==> src/rtl/seq_divider.sv <==
`default_nettype none
// ============================================================================
// Module      : seq_divider
// Description : Unsigned restoring divider, one quotient bit per clock.
//               A start request latches x/y. The block then runs N
//               shift/compare/subtract steps and presents q/r with a
//               one-cycle done pulse. A zero divisor skips the iteration
//               entirely and reports dbz on the very next cycle.
//
// Parameters  : N - dividend / quotient width (must be >= 2)
//               M - divisor / remainder width
//
// Ports       : clk   - rising-edge clock
//               reset - synchronous active-high reset
//               start - begin a division (accepted in IDLE or DONE)
//               x     - dividend (unsigned, N bits)
//               y     - divisor  (unsigned, M bits)
//               q     - quotient (N bits), valid while done is high
//               r     - remainder (M bits), valid while done is high
//               busy  - high during the N iteration cycles
//               done  - one-cycle result-valid pulse
//               dbz   - divide-by-zero flag for the current result
//
// Revision    : 1.0 - initial release
// ============================================================================
module seq_divider #(
    parameter int N = 7,
    parameter int M = 4
) (
    input  logic         clk,
    input  logic         reset,
    input  logic         start,
    input  logic [N-1:0] x,
    input  logic [M-1:0] y,
    output logic [N-1:0] q,
    output logic [M-1:0] r,
    output logic         busy,
    output logic         done,
    output logic         dbz
);

    // Counter must be able to hold the value N itself.
    localparam int c_CNT_W = $clog2(N + 1);

    localparam logic [1:0] c_IDLE = 2'd0;
    localparam logic [1:0] c_RUN  = 2'd1;
    localparam logic [1:0] c_DONE = 2'd2;

    logic [1:0]         r_state;
    logic [N-1:0]       r_x;      // dividend, shifted left so the MSB is next
    logic [M-1:0]       r_y;      // latched divisor
    logic [M-1:0]       r_rem;    // partial remainder
    logic [N-1:0]       r_quo;    // quotient under construction
    logic [c_CNT_W-1:0] r_cnt;    // steps remaining
    logic [N-1:0]       r_q;
    logic [M-1:0]       r_r;
    logic               r_dbz;
    logic               r_busy;
    logic               r_done;

    logic [M:0]         w_p;
    logic               w_ge;
    logic [M-1:0]       w_rem_next;
    logic [N-1:0]       w_quo_next;

    // One restoring step. The partial remainder is always < y, so the
    // difference P - y is also < y and fits in M bits; computing it modulo
    // 2^M on the low bits gives the exact result.
    always_comb begin
        w_p        = {r_rem, r_x[N-1]};
        w_ge       = (w_p >= {1'b0, r_y});
        w_rem_next = w_ge ? (w_p[M-1:0] - r_y) : w_p[M-1:0];
        w_quo_next = {r_quo[N-2:0], w_ge};
    end

    always_ff @(posedge clk) begin
        if (reset) begin
            r_state <= c_IDLE;
            r_x     <= '0;
            r_y     <= '0;
            r_rem   <= '0;
            r_quo   <= '0;
            r_cnt   <= '0;
            r_q     <= '0;
            r_r     <= '0;
            r_dbz   <= 1'b0;
            r_busy  <= 1'b0;
            r_done  <= 1'b0;
        end else begin
            case (r_state)
                c_IDLE, c_DONE: begin
                    r_done <= 1'b0;
                    if (start) begin
                        r_x   <= x;
                        r_y   <= y;
                        r_rem <= '0;
                        r_quo <= '0;
                        if (y != '0) begin
                            r_state <= c_RUN;
                            r_cnt   <= c_CNT_W'(N);
                            r_busy  <= 1'b1;
                        end else begin
                            // Zero divisor: publish the saturated result at once.
                            r_state <= c_DONE;
                            r_q     <= {N{1'b1}};
                            r_r     <= '0;
                            r_dbz   <= 1'b1;
                            r_done  <= 1'b1;
                        end
                    end else begin
                        r_state <= c_IDLE;
                    end
                end

                c_RUN: begin
                    // start is deliberately not looked at here.
                    r_rem <= w_rem_next;
                    r_quo <= w_quo_next;
                    r_x   <= r_x << 1;
                    r_cnt <= r_cnt - c_CNT_W'(1);
                    if (r_cnt == c_CNT_W'(1)) begin
                        r_state <= c_DONE;
                        r_busy  <= 1'b0;
                        r_done  <= 1'b1;
                        r_q     <= w_quo_next;
                        r_r     <= w_rem_next;
                        r_dbz   <= 1'b0;
                    end
                end

                default: begin
                    r_state <= c_IDLE;
                    r_busy  <= 1'b0;
                    r_done  <= 1'b0;
                end
            endcase
        end
    end

    assign q    = r_q;
    assign r    = r_r;
    assign busy = r_busy;
    assign done = r_done;
    assign dbz  = r_dbz;

endmodule
`default_nettype wire

==> config.mk <==
export PLATFORM = sky130hd
export DESIGN_NAME = seq_divider
export DESIGN_NICKNAME = d
export VERILOG_FILES = /design/src/rtl/seq_divider.sv
export SDC_FILE = /design/constraint.sdc
export NUM_CORES = 1
export LEC_CHECK = 0
export CORE_UTILIZATION = 32
export CTS_BUF_LIST = sky130_fd_sc_hd__clkbuf_2
export CTS_CLUSTER_DIAMETER = 30
export DETAILED_ROUTE_END_ITERATION = 12
export GPL_TIMING_DRIVEN = 0
export SETUP_SLACK_MARGIN = 0.2
export SYNTH_ARGS = -nofsm -noshare
export SYNTH_HDL_FRONTEND = slang
export SYNTH_SLANG_ARGS = --single-unit
==> constraint.sdc <==
create_clock -name clk -period 3.97 [get_ports clk]
set_input_delay 0.5955 -clock clk [delete_from_list [all_inputs] [get_ports clk]]
set_output_delay 0.5955 -clock clk [all_outputs]
set_load 0.05 [all_outputs]
* Word-level counts from Yosys, hierarchy flattened
Index checks and enable logic that the tools add are counted.
** Storage, ports and cells
- Register bits after elaboration :: 40
- Memories :: 0
- Output and inout port bits :: 14
- Bits in writable memories :: 0
- Input bits :: 14
- Logic and storage cells :: 63
- Latch bits :: 0
- ROM bits :: 0
** Cells by class
- $lt $le $gt $ge :: 1
- Reductions and logical operators :: 9
- Divide/modulo/power cells :: 0
- Bitwise logic cells :: 0
- Multipliers :: 0
- Add/subtract/negate cells :: 2
- Equal/unequal tests :: 7
- Shift operators :: 0
- Muxes and demuxes :: 33
** Operator list (count)
- $mux W7 :: 4
- $pmux W7 S2 :: 2
- $mux W4 :: 5
- $pmux W4 S2 :: 2
- $pmux W6 S2 :: 1
- $mux W1 :: 8
- $ne A2 B2 Y1 const B :: 4
- $mux W2 :: 3
- $mux W3 :: 2
- $mux W6 :: 1
- $pmux W1 S2 :: 3
- $pmux W3 S2 :: 1
- $reduce_and A3 Y1 :: 2
- $ge A5 B4 Y1 :: 1
- $pmux W2 S2 :: 1
- $reduce_and A2 Y1 :: 2
- $reduce_and A4 Y1 :: 1
- $reduce_bool A4 Y1 :: 1
- $sub A4 B4 Y4 :: 1
- $eq A3 B1 Y1 const B :: 1
- $sub A3 B1 Y3 const B :: 1
- $eq A2 B1 Y1 const B :: 1
- $eq A2 B2 Y1 const B :: 1
- $logic_not A2 Y1 :: 1
- other kinds (2) :: 2

* Longest topological paths before layout
- Depth in word-level cells :: 4
- Mapped depth :: 7
- Gate-level depth less buffers :: 7

* Worst setup path after synthesis
No wires, ideal clock.
- Path type :: input-to-reg
- Start :: in y[0]
- End :: reg r_cnt[0]
- Path buffers :: 0
- Setup slack :: 2.276 ns
- Library setup time :: 0.136 ns
- Arrival time :: 1.558 ns
- Data required time :: 3.834 ns
- Cell stages on the path :: 4
- Path through :: or4_4 > and2_1 > nor3_1 > a211oi_1
** Between the ends
- Longest elaborated chain between the ends :: 3
** Ends and longest elaborated chain
- from (decl) :: line 34 : input logic [M-1:0] y,
- $reduce_bool A4 Y1 :: line 98 : if (y != '0) begin
- $ne A2 B2 Y1 (no source line)
- $reduce_and A3 Y1 (no source line)
- to (signal assigned) :: line 100 : r_cnt <= c_CNT_W'(N);
- to (signal assigned) :: line 120 : r_cnt <= r_cnt - c_CNT_W'(1);
- to (decl) :: line 54 : logic [c_CNT_W-1:0] r_cnt;
No other way between the ends.
A chain may end at the register's enable or synchronous reset.

==> impl_metrics.tcl <==
set metrics [dict create \
    finalHoldViolations 0 \
    min_path_type "flop to flop" \
    status "completed" \
    period_share_pct 55.2 \
    hold_depth 2 \
    pwr-share-comb_pct 25.6 \
    slowest_stage "clkdlybuf4s50_1" \
    syn_inst 202 \
    cts_sinks 39 \
    drt_iter0_drc 78 \
    clock_power_share_pct 21.1 \
    cts_max_level 2 \
    synth_top_area_share_pct 45.1 \
    relSlewSlack_pct 64.3 \
    tightest_slew_ns 0.535 \
    grt_max_degree 13 \
    cts.repair.resized 0 \
    drv_cap 0 \
    vdd.ir_drop.worst_mv 0.138 \
    power.switching_w 0.000271 \
    seqPwrFrac_pct 53.4 \
    worst_r2r_endpoint "r[3]" \
    grtUsageTotal_pct 15.3 \
    path_max_fanout 4 \
    ys_ff_latch 39 \
    dieArea_sq_um 5710 \
    grt_pass1_wl_um 6530 \
    whs_endpoint "r_y[2]" \
    finalCriticalPeriod_ns 2.19 \
    yosysWarnings 0 \
    initial_core_util_pct 33.5 \
    setup-tns-final_ns 0 \
    crit_chain "clkdlybuf4s50_1" \
    num_vias 1447 \
    netlist-cell-type-count 33 \
    grt_overflow 0 \
    synth_nets 223 \
    boundaryPins 28 \
    dpl_worst_slack_ns 1.70 \
    slew_viol_final 0 \
    drcViolationCount 0 \
    maxUsedRoutingLayer "met4" \
    cellLeakagePower_nw 0.801 \
    gp_congestion 0.839 \
    area_delta_synth_final_pct 22.4 \
    ys.flop_type "dfxtp_1" \
    cp_num_buf_inv 1 \
    met1_length_um 1920 \
    synthMostInstantiatedCell "dfxtp_1" \
    vias_per_cell 4.73 \
    synthTopCellsByArea "dfxtp_1 45%, nand2_1 7.8%, nor2_1 6.1%" \
    clockBufferDepth 2 \
    drt_pass1_iterations 6 \
    antenna_found_initial 0 \
    crit_type "flop to primary output" \
    cts_tree "yes" \
    cp.arrival_ns 1.60 \
    cts_setup_buffers 0 \
    startpoint "r_state[1]" \
    critPathTopFamily "buffers and inverters" \
    yosysTopAreaCell "dfxtp_1" \
    final_nets 256 \
    synthArstFlopShare_pct 0 \
    cts-buffers-inserted 5 \
    synth_edf_count 0 \
    die_w_um 75.6 \
    cp-end-kind "primary output" \
    cts_root_buf "clkbuf_2" \
    clk_pin_slew_ns 0.21 \
    io_buffer_count 26 \
    hold_start "r_y[2]" \
    cp-start-kind "flop" \
    grt_pass1_vias 1370 \
    yosys-top-cells-count "39 x dfxtp_1, 36 x nand2_1, 28 x nor2_1" \
    hold_buffers 0 \
    worstPathRequired_ns 3.37 \
    rr_worst_depth 7 \
    crit_path_max_incr_delay_ns 0.81 \
    core_sq_um 5170 \
    clk_latency_ns 0.39 \
    wl_met3_um 119 \
    final_layout_size_suffix_gt1_share_pct 7.20 \
    p_sw_share_pct 33.3 \
    wl_met2_um 1780 \
    power.density_nw_per_um2 384 \
    dieHeight_um 75.6 \
    wirelength_um 3820 \
    p_int_w 0.000542 \
    syn-cell-area_sq_um 1730 \
    wl_per_cell_um 12.5 \
    setup_ws_ns 1.78 \
    ys_seq_area_share_pct 45.1 \
    skew_ns 0.0210 \
    rows 26 \
    setup_viol 0 \
    max_freq_mhz 456 \
    dp_hpwl_um 2850 \
    r2r_start "r_y[2]" \
    rsz0062_at_grt "false" \
    avgSynthCellArea_sq_um 8.57 \
    num_antenna_cells 0 \
    antenna_left 0 \
    rrSetupSlack_ns 2.09 \
]
==> metrics by stage <==
stage | power (W) | hold WS (ns) | util, % | cells | instance area [sq um]
final | 0.000813 | 0.475 | 41.0 | 306 | 2120
after global routing | 0.000863 | 0.503 | 41.0 | 306 | 2120
after CTS | 0.000823 | 0.475 | 41.0 | 306 | 2120
after detailed placement | 0.000651 | 0.444 | 40.2 | 298 | 2080
after global placement | 0.000647 | 0.446 | 40.2 | 298 | 2080
after floorplan | 0.000590 | 0.436 | - | 202 | 1730
==> power groups by stage <==
stage / Sequential [W] / Combinational [W] / Clock [W]
detailed placement: 0.000442 / 0.000209 / 0
global route: 0.000437 / 0.000232 / 0.000194
CTS: 0.000434 / 0.000210 / 0.000179
floorplan: 0.000462 / 0.000128 / 0
global placement: 0.000441 / 0.000205 / 0
finish: 0.000434 / 0.000208 / 0.000171
==> layout by cell type, fill, tap and decap left out, types with 5 or more instances in the layout <==
| master | count |
|---|---|
| nand2b_1 | 5 |
| a311oi_1 | 6 |
| dfxtp_1 | 39 |
| a21oi_1 | 13 |
| ha_1 | 6 |
| inv_1 | 8 |
| nor2_1 | 28 |
| nor3_1 | 16 |
| clkdlybuf4s50_1 | 26 |
| clkbuf_1 | 7 |
| clkbuf_2 | 5 |
| nand2_1 | 36 |
==> logic make-up after synthesis <==
family,after synthesis,synth area share [%]
AO/OA/AOI/OAI,36,15.8
XOR/XNOR,3,1.52
adder cells (fa/ha/maj),7,5.49
buffers and inverters,17,3.83
flip-flops,39,45.1
multiplexers,3,1.73
AND/OR/NAND/NOR,97,26.6
==> registers in the layout (all words and copies together) (netlist names) <==
name     cells
q            7
r_x          7
r_quo        6
r            4
r_rem        4
r_y          4
r_cnt        3
r_state      2
busy         1
dbz          1
==> area by class of cell <==
cell class | count | area (sq um)
well taps | 70 | 87.6
fillers | 524 | 3050
clock buffers | 5 | 25.0
inverters | 8 | 30.0
clock inverters | 3 | 15.0
multi-input cells | 146 | 885
flip-flops and latches | 39 | 781
plain buffers | 9 | 36.3
repair buffers | 26 | 260
==> worst max-delay path by stage <==
| stage | to | cells past startpoint |
|---|---|---|
| 2_1_floorplan | r_cnt[0] | 4 |
| 3_3_place_gp | r[0] | 5 |
| 3_5_place_dp | r[1] | 5 |
| 4_1_cts | done | 1 |
| 5_1_grt | done | 1 |
| 6_report | done | 1 |
==> routing by layer <==
layer / GRT usage, % / vias up
li1: - / 761
met1: 22.4 / 650
met2: 22.5 / 34
met3: 3.04 / 2
met4: 4.94 / 0
met5: 0 / -
No activity file was read; power rests on OpenSTA's default activity.
